===== config.mk =====
export PLATFORM = sky130hd
export DESIGN_NAME = addsub_sign_seq
export DESIGN_NICKNAME = d
export VERILOG_FILES = /design/src/rtl/addsub_sign_seq.sv
export SDC_FILE = /design/constraint.sdc
export NUM_CORES = 1
export LEC_CHECK = 0
export CAP_MARGIN = 40
export CORE_MARGIN = 2
export CORE_UTILIZATION = 45
export CTS_CLUSTER_SIZE = 24
export DETAILED_ROUTE_END_ITERATION = 6
export GPL_TIMING_DRIVEN = 0
export HOLD_SLACK_MARGIN = 0.02
export PLACE_DENSITY_LB_ADDON = 0.05
export SYNTH_ARGS = -nofsm -noshare
export SYNTH_HDL_FRONTEND = slang
export SYNTH_SLANG_ARGS = --single-unit

===== constraint.sdc =====
create_clock -name clk -period 2.6 [get_ports clk]
set_input_delay 0.26 -clock clk [delete_from_list [all_inputs] [get_ports clk]]
set_output_delay 0.26 -clock clk [all_outputs]
set_load 0.005 [all_outputs]

===== src/rtl/addsub_sign_seq.sv =====
// addsub_sign_seq: FP add/sub front end (inverts B on subtract, orders operands by magnitude, derives eff_sub/res_sign).
// Define ADDSUB_SIGN_SEQ_FAST_EN to fold the inversion into the compare cycle (IDLE -> CMP -> OUT).
module addsub_sign_seq #(
  parameter int W = 32
) (
  input  logic         clk,
  input  logic         rst_n,
  input  logic         flush,
  input  logic         in_valid,
  output logic         in_ready,
  input  logic         op,
  input  logic [W-1:0] dat_a,
  input  logic [W-1:0] dat_b,
  output logic         out_valid,
  input  logic         out_ready,
  output logic [W-1:0] dat_x,
  output logic [W-1:0] dat_y,
  output logic         eff_sub,
  output logic         res_sign
);
  typedef enum logic [1:0] {S_IDLE, S_INV, S_CMP, S_OUT} state_t;
  state_t r_state, w_next;
  logic [W-1:0] r_a, r_b, r_x, r_y, w_flip, w_b, w_x, w_y;
  logic r_op, r_eff, r_sign, w_ge, w_tie, w_eff, w_sign;
  assign w_flip = r_op ? {~r_b[W-1], r_b[W-2:0]} : r_b;
`ifdef ADDSUB_SIGN_SEQ_FAST_EN
  localparam state_t S_ACC = S_CMP;
  assign w_b = w_flip;
`else
  localparam state_t S_ACC = S_INV;
  assign w_b = r_b;
`endif
  // A tie (including sign-only differences) keeps A in X.
  assign w_ge   = r_a[W-2:0] >= w_b[W-2:0];
  assign w_tie  = r_a[W-2:0] == w_b[W-2:0];
  assign w_x    = w_ge ? r_a : w_b;
  assign w_y    = w_ge ? w_b : r_a;
  assign w_eff  = w_x[W-1] ^ w_y[W-1];
  assign w_sign = (w_tie && w_eff) ? 1'b0 : w_x[W-1];
  always_comb begin
    w_next = r_state;
    w_next = flush ? S_IDLE :
             r_state == S_IDLE ? (in_valid ? S_ACC : S_IDLE) :
             r_state == S_INV  ? S_CMP :
             r_state == S_CMP  ? S_OUT :
             (out_ready ? S_IDLE : S_OUT);
  end
  always_ff @(posedge clk) begin
    if (!rst_n) begin
      r_state <= S_IDLE;
      r_a     <= '0;
      r_b     <= '0;
      r_op    <= 1'b0;
      r_x     <= '0;
      r_y     <= '0;
      r_eff   <= 1'b0;
      r_sign  <= 1'b0;
    end else begin
      r_state <= w_next;
      if (r_state == S_IDLE && in_valid && !flush) begin
        r_a  <= dat_a;
        r_b  <= dat_b;
        r_op <= op;
      end
      if (r_state == S_INV && !flush) r_b <= w_flip;
      if (r_state == S_CMP && !flush) begin
        r_x    <= w_x;
        r_y    <= w_y;
        r_eff  <= w_eff;
        r_sign <= w_sign;
      end
    end
  end
  assign in_ready  = r_state == S_IDLE;
  assign out_valid = r_state == S_OUT;
  assign dat_x     = r_x;
  assign dat_y     = r_y;
  assign eff_sub   = r_eff;
  assign res_sign  = r_sign;
endmodule


-- Yosys cells after proc, flatten, opt, wreduce, memory -nomap -nowiden
Index checks and enable logic that the tools add are counted.
- flip-flop bits (word level): 133
- logic and storage cells: 41
- input bits: 70
- multiplexer cells: 11
- equality and inequality tests: 5
- bitwise gates (word level): 4
- reduce and logical (&&, ||, !) cells: 11
- magnitude comparators: 1
- operator list (cell ; number):
    2-to-1 mux 32 bit ; 5
    equality test 31 bit ; 1
    greater-or-equal comparator 31 bit ; 1
    2-to-1 mux 2 bit ; 4
    logical AND 1 bit ; 5
    equality test 2 bit, second input constant ; 2
    AND reduction 2 bit ; 2
    inverter 1 bit ; 3
    equality test 2 x 1 -> 1 bit, second input constant ; 1
    zero test 2 bit ; 1
    2-to-1 mux 1 bit ; 2
    inequality test 2 bit, second input constant ; 1
    nonzero test 2 bit ; 1
    OR reduction 2 bit ; 1
    zero test 1 bit ; 1
    bitwise XOR 1 bit ; 1

-- Longest topological paths before layout
- depth after elaboration: 5
- depth in mapped cells: 10
- depth with buffers taken out: 8

-- Least setup slack after synthesis
Ideal clock, no wire load.
- path kind: register to register
- start: register r_b[25]
- end: register r_x[0], in the netlist dat_x[0]
- path slack: 0.412 ns
- stages on the path, launching flop included: 11
- clock period less this slack: 2.188 ns
- arrival time: 2.056 ns
- required time: 2.468 ns
- path through: dfxtp_1 > inv_1 > ha_1 > a21oi_1 > nand2_1 > a221oi_2 > o2111ai_2 > buf_2 > buf_4 > nor4_1 > a211oi_2
- word-level cells in the longest chain between the ends: 2
- ends and longest elaborated chain (item ; line ; source):
    from (decl) ; 23 ; logic [W-1:0] r_a, r_b, r_x, r_y, w_flip, w_b, w_x, w_y;
    from (signal assigned) ; 62 ; r_b <= dat_b;
    from (signal assigned) ; 65 ; if (r_state == S_INV && !flush) r_b <= w_flip;
    greater-or-equal comparator 31 bit ; 34 ; assign w_ge = r_a[W-2:0] >= w_b[W-2:0];
    2-to-1 mux 32 bit ; 36 ; assign w_x = w_ge ? r_a : w_b;
    to (signal assigned) ; 67 ; r_x <= w_x;
    to (decl) ; 23 ;
Every way passes these cells.
A chain may end at the register's enable or synchronous reset.

-- Final worst setup path
- start: register r_b[24]
- end: register r_y[6], in the netlist dat_y[6]
- word-level cells in the longest chain between the ends: 2
- ends and longest elaborated chain (item ; line ; source):
    greater-or-equal comparator 31 bit ; 34 ;
    2-to-1 mux 32 bit ; 37 ; assign w_y = w_ge ? w_b : r_a;
    to (signal assigned) ; 68 ; r_y <= w_y;
    to (decl) ; 23 ;
Every way passes these cells.

==> summary.md <==
| Metric | Value |
|---|---|
| Max-slew headroom | around a third |
| DRT iter0 DRCs | ~550 |
| Clock sink count | 133 |
| Leakage power | between 3 and 4 nW |
| Mapped Cells | 793 |
| Final net count | between 1k and 1.5k |
| Status | finished, final reports clean |
| Reg2reg setup slack | approximately 70 ps |
| Most used DFF post-synth | dfxtp_1 |
| # DRC | 0 |
| Hold slack | 376 ps |
| Crit-path max FO | 10 |
| Switching power | around 0.0017 W |
| Drt pass-1 iters | 5 |
| Vias | between 6k and 7k |
| Part of the cycle the worst path needs | between 90% and 100% |
| Layout fillers | 1,138 |
| Count of final setup violators | 0 |
| Reg2reg end | dat_y[6] |
| WL/cell | roughly 20 microns |
| HP Class | input pin to flop |
| Required @ worst endpoint | between 2000 and 3000 ps |
| Final Skew | roughly 4.8 ps |
| Final hold violations | 0 |
| Worst-Skew Late Latency | between 400 and 500 ps |
| Yosys top cell by area | dfxtp_1 |
| I/O Buffers | around 140 |
| Fmax | between 300 and 400 MHz |
| Remaining antenna violation count after routing | 0 |
| Clock buffer depth | 2 |
| Grt ovf | 0 |
| Peak VDD IR | between 0.5 and 0.6 mV |
| Register-to-Register Path Depth | 10 |
| Count of pins over their slew limit | 0 |
| Seq pwr share | 36.6% |
| CP max stage delay | roughly 350 ps |
| Startpoint Class | flop |
| DP HPWL | 15,800 microns |
| Dominant cells by area after synthesis | dfxtp_1, o21ai_0, nand2_1, ha_1, a21oi_1 |
| Row count | between 40 and 50 |
| Syn nets | just under 900 |
| Avg Inst Size Synth | just over 8 sq um |
| Power density cells | ~660 mW/mm^2 |
| Share of cells above drive strength 1 | 14.4% |
| Clock share of power | a little over two fifths |
| Worst reg2reg startpoint | r_b[24] |
| Ys async rst share | 0% |
| Mapped Area | roughly 0.0064 sq mm |
| Gr usage total | about 30% |
| Largest net degree at the start of global routing | 17 |
| Commonest non-fill, non-tap cells in the layout | clkdlybuf4s50_1, dfxtp_1, nand2_1, o21ai_0, a21oi_1 |
| Min cycle time layout | 2530 ps |
| CP endpoint kind | flop |
| Synth top area share | a little over two fifths |
| RSZ-0062 raised after global routing | yes |
| Slew @ Worst Pin | 988 ps |
| Detailed-route wire length | 22,500 microns |
| Clock slew at reported path FFs | about 60 ps |
| Die width | 123 microns |
| Number of synthesized flops with an enable pin | 0 |
| Most common cell after layout, fill and taps aside | clkdlybuf4s50_1 |
| I/O pin count | approximately 140 |
| P&R area growth vs syn | 41.6% |
| Switching Share | 28.9% |
| ANT cells | 0 |
| Worst path slowest cell | dfxtp_2 |
| Drt via density | around 5.8 |
| Core area | about 0.014 sq mm |
| Critical Path, Cell by Cell | inv_1, ha_1, nand4_1, inv_2, a221oi_4, o2111ai_4, buf_6, buf_6, nor4_1, a211oi_2 |
| Cell variety after synth | between 40 and 50 |
| Die area | around 0.015 sq mm |
| Worst setup path category | flop to flop |
| Vias in the first global route | around 6.5k |
| Die Height | ~120 microns |
| Warnings from Yosys | 0 |
| Synthesis-stage register bit count | 133 |
| Fin util | around 65% |
| CTS tree | built |
| CP Data Arrival Time | roughly 2800 ps |
| Most frequent CP cell | buf_6 |
| H-tree levels | 4 |
| First-pass GRT wire length | between 30,000 and 40,000 microns |
| Routability Congestion | just over 0.9 |
| Num CTS Buffers | 17 |
| Max cap viols | 0 |
| Sequential area share after synthesis | a little over two fifths |
| Comb pwr share | 20.6% |
| Initial antenna violation count | 0 |
| Initial Utilization | between 40 and 50% |
| P_int | ~0.0042 W |
| Crit path to | dat_y[6] |
| Critical path origin | r_b[24] |
| Root Driver | clkbuf_16 |
## flip-flops by register name, indices dropped and copies added, names as in the netlist
name,count
res_sign,1
r_state,2
dat_y,32
r_a,32
r_b,32
eff_sub,1
r_op,1
dat_x,32
## worst min-delay path by stage
stage,startpoint,end,slack [ps],cells past startpoint
finish,dat_a[8],r_a[8],380,3
CTS,dat_a[11],r_a[11],370,3
floorplan,out_ready,r_state[1],360,1
global placement,r_op,r_op,450,2
detailed placement,r_op,r_op,460,2
global route,dat_a[8],r_a[8],380,3
## final cells by class
cell class / count / area, sq um / share of cell area, %
tap: 180 / 225 / 2.49
multi-input combinational: 553 / 3620 / 40.0
inverter: 35 / 131 / 1.45
clock buffer: 22 / 464 / 5.14
timing repair buffer: 142 / 1410 / 15.6
sequential: 133 / 2670 / 29.6
buffer: 72 / 372 / 4.11
clock inverter: 10 / 153 / 1.69
## through the flow
step	setup TNS, ps	instance area, sq um	worst slack, ps	instances	total power (W)
floorplan	0	6380	412	793	0.00280
global placement	-10250	7980	-227	1110	0.00320
detailed placement	-11810	7980	-282	1110	0.00322
CTS	0	8710	1.91	1143	0.00581
global route	-79.5	9040	-18.3	1147	0.00614
finish	0	9040	72.1	1147	0.00595
## repair_timing
item / CTS / global route
resized for setup: 22 / 72
gates cloned: 0 / 2
pin swaps: 2 / 10
hold buffers: 0 / 0
endpoints found under the setup margin: 65 / 65
buffers inserted: 1 / 3
## kinds of logic (layout without fill, tap and decap cells)
logic type	count (synthesis)	after routing	synth area share, %
XOR/XNOR	1	1	0.137
flip-flops	133	133	41.7
AND/OR/NAND/NOR	265	265	19.8
adder cells (fa/ha/maj)	31	31	6.07
buffers and inverters	108	281	7.07
AO/OA/AOI/OAI	255	256	25.2
## cell usage after synthesis, types with 8 or more instances
| cell type | count |
|---|---|
| ha_1 | 31 |
| nor4_1 | 32 |
| o21ai_0 | 90 |
| dfxtp_1 | 133 |
| buf_2 | 8 |
| clkbuf_1 | 56 |
| nand3_1 | 35 |
| inv_1 | 34 |
| a31oi_1 | 31 |
| or3_1 | 32 |
| nand2_1 | 105 |
| o21ai_1 | 10 |
| a211oi_2 | 30 |
| a21oi_1 | 77 |
| nor2_1 | 38 |
## critical path: cells and delay by family (launching register included)
kind / cells / cell delay (ps)
fa+ha+maj: 1 / 300
flops: 1 / 350
simple gates: 2 / 580
compound gates: 3 / 670
buf+inv: 4 / 500
## layer usage
metal / vias to the layer above / part of all wire, % / GRT usage [%]
met4: 0 / 2.3 / 10.3
li1: 3166 / - / -
met5: - / 0 / 0
met1: 3160 / 43 / 38.6
met3: 46 / 7.8 / 6.78
met2: 312 / 47 / 48.1
## power groups by stage
stage	sequential (W)	combinational [W]	clock (W)
6_report	0.00218	0.00123	0.00254
5_1_grt	0.00219	0.00131	0.00265
4_1_cts	0.00217	0.00107	0.00256
3_5_place_dp	0.00221	0.00100	0
3_3_place_gp	0.00221	0.000983	0
2_1_floorplan	0.00219	0.000608	0
Power figures use the tool's default switching activity.
